$ cat config.mk
export PLATFORM = sky130hd
export DESIGN_NAME = sv39_tlb
export DESIGN_NICKNAME = d
export VERILOG_FILES = /design/src/rtl/sv39_tlb_pkg.sv /design/src/rtl/sv39_tlb_entry_match.sv /design/src/rtl/sv39_tlb.sv
export SDC_FILE = /design/constraint.sdc
export NUM_CORES = 2
export LEC_CHECK = 0
export ABC_AREA = 0
export CAP_MARGIN = 20
export CORE_MARGIN = 2
export CORE_UTILIZATION = 40
export CTS_BUF_LIST = sky130_fd_sc_hd__clkbuf_4
export DETAILED_ROUTE_END_ITERATION = 10
export PLACE_DENSITY = 0.6
export SYNTH_ARGS = -nofsm -noshare
export SYNTH_HDL_FRONTEND = slang
export SYNTH_SLANG_ARGS = --single-unit
$ cat constraint.sdc
create_clock -name clock -period 6.6 [get_ports clock]
set_input_delay 0.99 -clock clock [delete_from_list [all_inputs] [get_ports clock]]
set_output_delay 0.99 -clock clock [all_outputs]
set_load 0.02 [all_outputs]
$ cat src/rtl/sv39_tlb_pkg.sv
// Shared encodings for the Sv39 TLB: sfence.vma invalidate modes, PTE flag bit positions and page levels.
package sv39_tlb_pkg;

  localparam logic [1:0] TLB_INV_ALL     = 2'b00;
  localparam logic [1:0] TLB_INV_VA      = 2'b01;
  localparam logic [1:0] TLB_INV_ASID    = 2'b10;
  localparam logic [1:0] TLB_INV_VA_ASID = 2'b11;

  localparam int PTE_V = 0;
  localparam int PTE_R = 1;
  localparam int PTE_W = 2;
  localparam int PTE_X = 3;
  localparam int PTE_U = 4;
  localparam int PTE_G = 5;
  localparam int PTE_A = 6;
  localparam int PTE_D = 7;

  localparam logic [1:0] LVL_4K = 2'd0;
  localparam logic [1:0] LVL_2M = 2'd1;
  localparam logic [1:0] LVL_1G = 2'd2;
  localparam logic [1:0] LVL_BAD = 2'd3;

endpackage

$ cat src/rtl/sv39_tlb_entry_match.sv
// Combinational per-entry comparator. VPN is compared only on the levels the entry's page size covers;
// g_wild_i selects whether a global entry matches any ASID (lookup/fill) or is excluded (ASID sfence).
module tlb_entry_match
  import sv39_tlb_pkg::*;
#(
  parameter int VPN_BITS  = 27,
  parameter int ASID_BITS = 16
) (
  input  logic                 valid_i,
  input  logic [VPN_BITS-1:0]  e_vpn_i,
  input  logic [ASID_BITS-1:0] e_asid_i,
  input  logic [1:0]           e_level_i,
  input  logic                 e_g_i,
  input  logic [VPN_BITS-1:0]  q_vpn_i,
  input  logic [ASID_BITS-1:0] q_asid_i,
  input  logic                 chk_vpn_i,
  input  logic                 chk_asid_i,
  input  logic                 g_wild_i,
  output logic                 match_o
);

  logic [VPN_BITS-1:0] mask;
  logic                vpn_ok;
  logic                asid_eq;
  logic                asid_ok;

  always_comb begin
    mask = {VPN_BITS{1'b1}};
    case (e_level_i)
      LVL_2M:  mask = {VPN_BITS{1'b1}} << 9;
      LVL_1G:  mask = {VPN_BITS{1'b1}} << 18;
      default: mask = {VPN_BITS{1'b1}};
    endcase
  end

  assign vpn_ok  = !chk_vpn_i || (((e_vpn_i ^ q_vpn_i) & mask) == '0);
  assign asid_eq = (e_asid_i == q_asid_i);
  assign asid_ok = !chk_asid_i || (g_wild_i ? (e_g_i || asid_eq) : (!e_g_i && asid_eq));
  assign match_o = valid_i && vpn_ok && asid_ok;

endmodule

$ cat src/rtl/sv39_tlb.sv
// Fully associative Sv39 fetch TLB: 1-cycle registered lookup, walker fill with
// same-page/invalid/round-robin victim choice, and sfence.vma invalidate applied ahead of a same-cycle fill.
module sv39_tlb
  import sv39_tlb_pkg::*;
#(
  parameter int NUM_ENTRIES = 8,
  parameter int VPN_BITS    = 27,
  parameter int PPN_BITS    = 44,
  parameter int ASID_BITS   = 16
) (
  input  logic                 clock,
  input  logic                 reset,
  input  logic                 lookup_valid,
  input  logic [VPN_BITS-1:0]  lookup_vpn,
  input  logic [ASID_BITS-1:0] lookup_asid,
  output logic                 resp_valid,
  output logic                 resp_hit,
  output logic [PPN_BITS-1:0]  resp_ppn,
  output logic [7:0]           resp_flags,
  output logic [1:0]           resp_level,
  input  logic                 fill_valid,
  input  logic [VPN_BITS-1:0]  fill_vpn,
  input  logic [ASID_BITS-1:0] fill_asid,
  input  logic [PPN_BITS-1:0]  fill_ppn,
  input  logic [7:0]           fill_flags,
  input  logic [1:0]           fill_level,
  input  logic                 tlb_invalidate,
  input  logic [1:0]           tlb_invalidate_mode,
  input  logic [VPN_BITS-1:0]  inv_vpn,
  input  logic [ASID_BITS-1:0] inv_asid
);

  localparam int IDX_W = $clog2(NUM_ENTRIES);

  logic [NUM_ENTRIES-1:0]                valid_q, valid_d, valid_post;
  logic [NUM_ENTRIES-1:0][VPN_BITS-1:0]  vpn_q;
  logic [NUM_ENTRIES-1:0][ASID_BITS-1:0] asid_q;
  logic [NUM_ENTRIES-1:0][PPN_BITS-1:0]  ppn_q;
  logic [NUM_ENTRIES-1:0][7:0]           flags_q;
  logic [NUM_ENTRIES-1:0][1:0]           level_q;
  logic [IDX_W-1:0]                      rr_q, rr_d;

  logic [NUM_ENTRIES-1:0] lk_hit, inv_hit, fill_hit;

  logic                resp_valid_q, resp_hit_q;
  logic [PPN_BITS-1:0] resp_ppn_q;
  logic [7:0]          resp_flags_q;
  logic [1:0]          resp_level_q;

  for (genvar i = 0; i < NUM_ENTRIES; i++) begin : g_cmp
    tlb_entry_match #(.VPN_BITS(VPN_BITS), .ASID_BITS(ASID_BITS)) u_lk (
      .valid_i(valid_q[i]), .e_vpn_i(vpn_q[i]), .e_asid_i(asid_q[i]), .e_level_i(level_q[i]),
      .e_g_i(flags_q[i][PTE_G]), .q_vpn_i(lookup_vpn), .q_asid_i(lookup_asid),
      .chk_vpn_i(1'b1), .chk_asid_i(1'b1), .g_wild_i(1'b1), .match_o(lk_hit[i])
    );
    // Mode bit 0 selects the VPN compare, bit 1 the ASID compare; mode 00 therefore matches every valid entry.
    tlb_entry_match #(.VPN_BITS(VPN_BITS), .ASID_BITS(ASID_BITS)) u_inv (
      .valid_i(valid_q[i]), .e_vpn_i(vpn_q[i]), .e_asid_i(asid_q[i]), .e_level_i(level_q[i]),
      .e_g_i(flags_q[i][PTE_G]), .q_vpn_i(inv_vpn), .q_asid_i(inv_asid),
      .chk_vpn_i(tlb_invalidate_mode[0]), .chk_asid_i(tlb_invalidate_mode[1]), .g_wild_i(1'b0),
      .match_o(inv_hit[i])
    );
    tlb_entry_match #(.VPN_BITS(VPN_BITS), .ASID_BITS(ASID_BITS)) u_fill (
      .valid_i(valid_post[i] && (level_q[i] == fill_level)), .e_vpn_i(vpn_q[i]), .e_asid_i(asid_q[i]),
      .e_level_i(level_q[i]), .e_g_i(flags_q[i][PTE_G]), .q_vpn_i(fill_vpn), .q_asid_i(fill_asid),
      .chk_vpn_i(1'b1), .chk_asid_i(1'b1), .g_wild_i(1'b1), .match_o(fill_hit[i])
    );
  end

  assign valid_post = tlb_invalidate ? (valid_q & ~inv_hit) : valid_q;

  logic             lk_any, same_any, free_any, fill_do;
  logic [IDX_W-1:0] lk_idx, same_idx, free_idx, victim;

  always_comb begin
    lk_any   = 1'b0;
    lk_idx   = '0;
    same_any = 1'b0;
    same_idx = '0;
    free_any = 1'b0;
    free_idx = '0;
    // Scanning downward leaves the lowest matching index in each encoder.
    for (int i = NUM_ENTRIES - 1; i >= 0; i--) begin
      if (lk_hit[i]) begin
        lk_any = 1'b1;
        lk_idx = IDX_W'(i);
      end
      if (fill_hit[i]) begin
        same_any = 1'b1;
        same_idx = IDX_W'(i);
      end
      if (!valid_post[i]) begin
        free_any = 1'b1;
        free_idx = IDX_W'(i);
      end
    end
  end

  always_comb begin
    fill_do = fill_valid && (fill_level != LVL_BAD);
    victim  = rr_q;
    rr_d    = rr_q;
    if (same_any) begin
      victim = same_idx;
    end else if (free_any) begin
      victim = free_idx;
    end else if (fill_do) begin
      rr_d = rr_q + 1'b1;
    end
    valid_d = valid_post;
    if (fill_do) valid_d[victim] = 1'b1;
  end

  logic [PPN_BITS-1:0] lk_ppn;

  always_comb begin
    lk_ppn = ppn_q[lk_idx];
    case (level_q[lk_idx])
      LVL_2M:  lk_ppn = {ppn_q[lk_idx][PPN_BITS-1:9], lookup_vpn[8:0]};
      LVL_1G:  lk_ppn = {ppn_q[lk_idx][PPN_BITS-1:18], lookup_vpn[17:0]};
      default: lk_ppn = ppn_q[lk_idx];
    endcase
  end

  always_ff @(posedge clock) begin
    if (reset) begin
      valid_q      <= '0;
      vpn_q        <= '0;
      asid_q       <= '0;
      ppn_q        <= '0;
      flags_q      <= '0;
      level_q      <= '0;
      rr_q         <= '0;
      resp_valid_q <= 1'b0;
      resp_hit_q   <= 1'b0;
      resp_ppn_q   <= '0;
      resp_flags_q <= '0;
      resp_level_q <= '0;
    end else begin
      valid_q <= valid_d;
      rr_q    <= rr_d;
      if (fill_do) begin
        vpn_q[victim]   <= fill_vpn;
        asid_q[victim]  <= fill_asid;
        ppn_q[victim]   <= fill_ppn;
        flags_q[victim] <= fill_flags;
        level_q[victim] <= fill_level;
      end
      resp_valid_q <= lookup_valid;
      resp_hit_q   <= lookup_valid && lk_any;
      resp_ppn_q   <= (lookup_valid && lk_any) ? lk_ppn : '0;
      resp_flags_q <= (lookup_valid && lk_any) ? flags_q[lk_idx] : '0;
      resp_level_q <= (lookup_valid && lk_any) ? level_q[lk_idx] : '0;
    end
  end

  assign resp_valid = resp_valid_q;
  assign resp_hit   = resp_hit_q;
  assign resp_ppn   = resp_ppn_q;
  assign resp_flags = resp_flags_q;
  assign resp_level = resp_level_q;

endmodule

==> impl_results.md <==
* Status: finished, final reports clean
* CP endpoint kind: flop
* Number of post-CTS setup repair buffers at 0
* Routed Antenna Nets at 0
* Layout cells sized above 1 at 11.5%
* Power Internal at 8.46 mW
* FMAX at 201 MHz
* RSZ-0062 raised after global routing: false
* Min Hold Slack at 276 ps
* Area leader, netlist: dfxtp_1
* Dominant cells by area after synthesis: dfxtp_1 34%, mux2i_1 16%, xor2_1 11%
* Dpl ws at 531 ps
* Max_cap viols at 0
* Switching pwr at 3.67 mW
* Core Box Area at 122000 um^2
* CP Class: primary input to flop
* GPL Wtd Cong at 0.982
* Clock Tree Buf Depth at 3
* Starting Density at 40.3%
* Setup crit start kind: primary input
* Inst Count DP at 6797
* Post-synthesis sequential area ratio at 34.4%
* Antenna violations before repair at 8
* Worst Hold Class: primary input to flop
* Comb pwr share at 16.1%
* H-tree depth at 4
* First-pass GRT wire length at 278 mm
* Cell Rows at 128
* Number of flops mapped to enable cells by yosys at 0
* Synth Area in Adders at 0.280%
* Peak supply drop at 0.000231 V
* WP data arrival at 6110 ps
* Final worst slack at 1630 ps
* Fin area at 56300 um^2
* Cts hold-fix bufs at 0
* Largest family of logic cells by synthesized area: XOR/XNOR gates
* Ys flop type: dfxtp_1
* P_leak at 25.0 nW
* Synth Area in XOR/XNOR at 18.7%
* WL final at 191 mm
* Setup_tns at 0 ps
* Vias at 39800
* TritonCTS Buffers at 224
* Top-count cell post-synth: nand2b_1
* Non-Filler Instances at 7201
* Worst-path fanout max at 10
* Worst Tran Pin Value at 1110 ps
* GRT Total Usage at 29.7%
* PortBufs at 245
* Vias per cell at 5.52
* Warnings, synthesis at 0
* Placed cell area at 53400 um^2
* Power density over cell area at 215 nW/um^2
* Min cycle time layout at 4970 ps
* Num ports at 246
* # clock sinks at 843
* Max-slew violation count at 0
* Net Count, Synth at 5436
* DIE AREA at 126000 um^2
* Sequential Power Share at 45.6%
* CTS tree: yes
* Clock group share of total power at 38.3%
* Total power at 12.1 mW
* Congestion Overflow GR at 0
* Layout Nets at 5599
* Synth cell types at 60
* Synthesized cell area at 49100 um^2
* Post-layout util at 46.2%
* Final Cycle Share at 75.3%
* Setup violations, final at 0
* Register bit total from synthesis at 843
* Required @ worst endpoint at 7740 ps
* Drt pass-1 iters at 6
* Avg Inst Size Synth at 9.38 um^2
* Die height at 354 um
* Pin count of the biggest net entering global routing at 199
* Drt wl/cell at 26.5 um
* Post-CTS Resized at 0
* Final Hold Fails at 0
* Fillers at 11700
* Synth top area share at 34.4%
* Switch share at 30.3%
* Clock skew at 86.1 ps
* Ys async rst share at 0%
* Synth Area in Compound Gates at 5.62%
* Insertion delay to the later sink of the worst-skew pair at 1280 ps
* DPL Wire Length at 133 mm
* DRC Markers at 0
* Top post-synthesis cells by count: 875 x nand2b_1, 843 x dfxtp_1, 791 x mux2i_1
* Worst relative slew slack at 25.7%
* Die Width at 354 um
* CTS root buf: clkbuf_4
* Clk slew on worst S/H paths at 70 ps
* Vias in the first global route at 38900
* Post-synthesis mux area share at 17.7%
* DRT iter0 DRCs at 3906
* Post-Synth Simple-Gate Area at 18.4%
* Area delta synth->final at 14.6%
* Cells after Synth at 5235
-- logic make-up after synthesis --
family,after synthesis
compound gates,397
buf+inv,526
fa+ha+maj,11
xor+xnor,1050
flops,843
mux,859
simple gates,1549
-- cells in the final DEF, fill, tap and decap left out, types with 52 or more instances in the layout --
cell type        synthesis  final
mux2i_1                791    791
xnor2_1                407    407
mux2_2                  68     68
a21oi_1                 52     52
nor4_1                 134    134
nand3_1                237    236
o211ai_1                75     75
clkdlybuf4s50_1          0    244
o21ai_0                105    104
nor3_1                  53     53
clkbuf_4                 0    336
buf_4                   55    156
xor2_1                 643    643
nand2_1                 94     93
nand2b_1               875    875
dfxtp_1                843    843
nand4_1                 91     91
-- worst max-delay path: stages --
cell,delay (ps)
clkdlybuf4s50_1,1040
xor2_1,190
nor3_1,70
a41oi_1,650
nor4_1,150
buf_4,190
or4_1,560
o21bai_4,290
mux2i_1,210
mux2i_1,90
mux2i_1,390
inv_1,90
ha_1,340
nor3b_1,490
buf_12,200
nand2_1,50
o21ai_0,100
-- final timing paths --
check                       from      endpoint  slack (ps)  cells after the start
setup / recovery  lookup_vpn[17]  resp_ppn[17]        1630                     17
hold / removal             reset     vpn_q[12]         280                      3
setup reg to reg     level_q[14]     ppn_q[57]        1730                     13
hold reg to reg        ppn_q[27]     ppn_q[27]         470                      2
-- state kept, by name (all words and copies together) (netlist names) --
name,cells
ppn_q,352
level_q,16
flags_q,64
valid_q,8
resp_hit,1
resp_ppn,44
resp_level,2
resp_valid,1
rr_q,3
vpn_q,216
asid_q,128
resp_flags,8
-- metal layers --
layer	vias to the layer above	GRT usage [%]	share of wire, %
met2	1581	44.4	43
met3	290	5.08	6.7
met1	19600	42.8	47
li1	18300	-	-
met4	0	10.7	3.4
met5	-	0	0
-- area by class of cell --
cell class	instances	area, um^2	share of cell area (%)
multi-input cells	3866	29900	53.2
flip-flops and latches	843	16900	30.0
repair buffers	446	4530	8.05
clock buffers	336	2520	4.48
well taps	1625	2030	3.61
clock inverters	53	283	0.503
inverters	17	63.8	0.113
diodes	15	37.5	0.0667
-- power by group through the flow --
| stage | Clock [mW] | Sequential [mW] | Combinational [mW] |
|---|---|---|---|
| 3_5_place_dp | 0 | 5.63 | 1.93 |
| 4_1_cts | 4.78 | 5.52 | 1.94 |
| 5_1_grt | 5.05 | 5.54 | 2.07 |
| 2_1_floorplan | 0 | 5.53 | 1.28 |
| 6_report | 4.64 | 5.53 | 1.96 |
| 3_3_place_gp | 0 | 5.63 | 1.92 |
(Power assumes the default switching activity.)
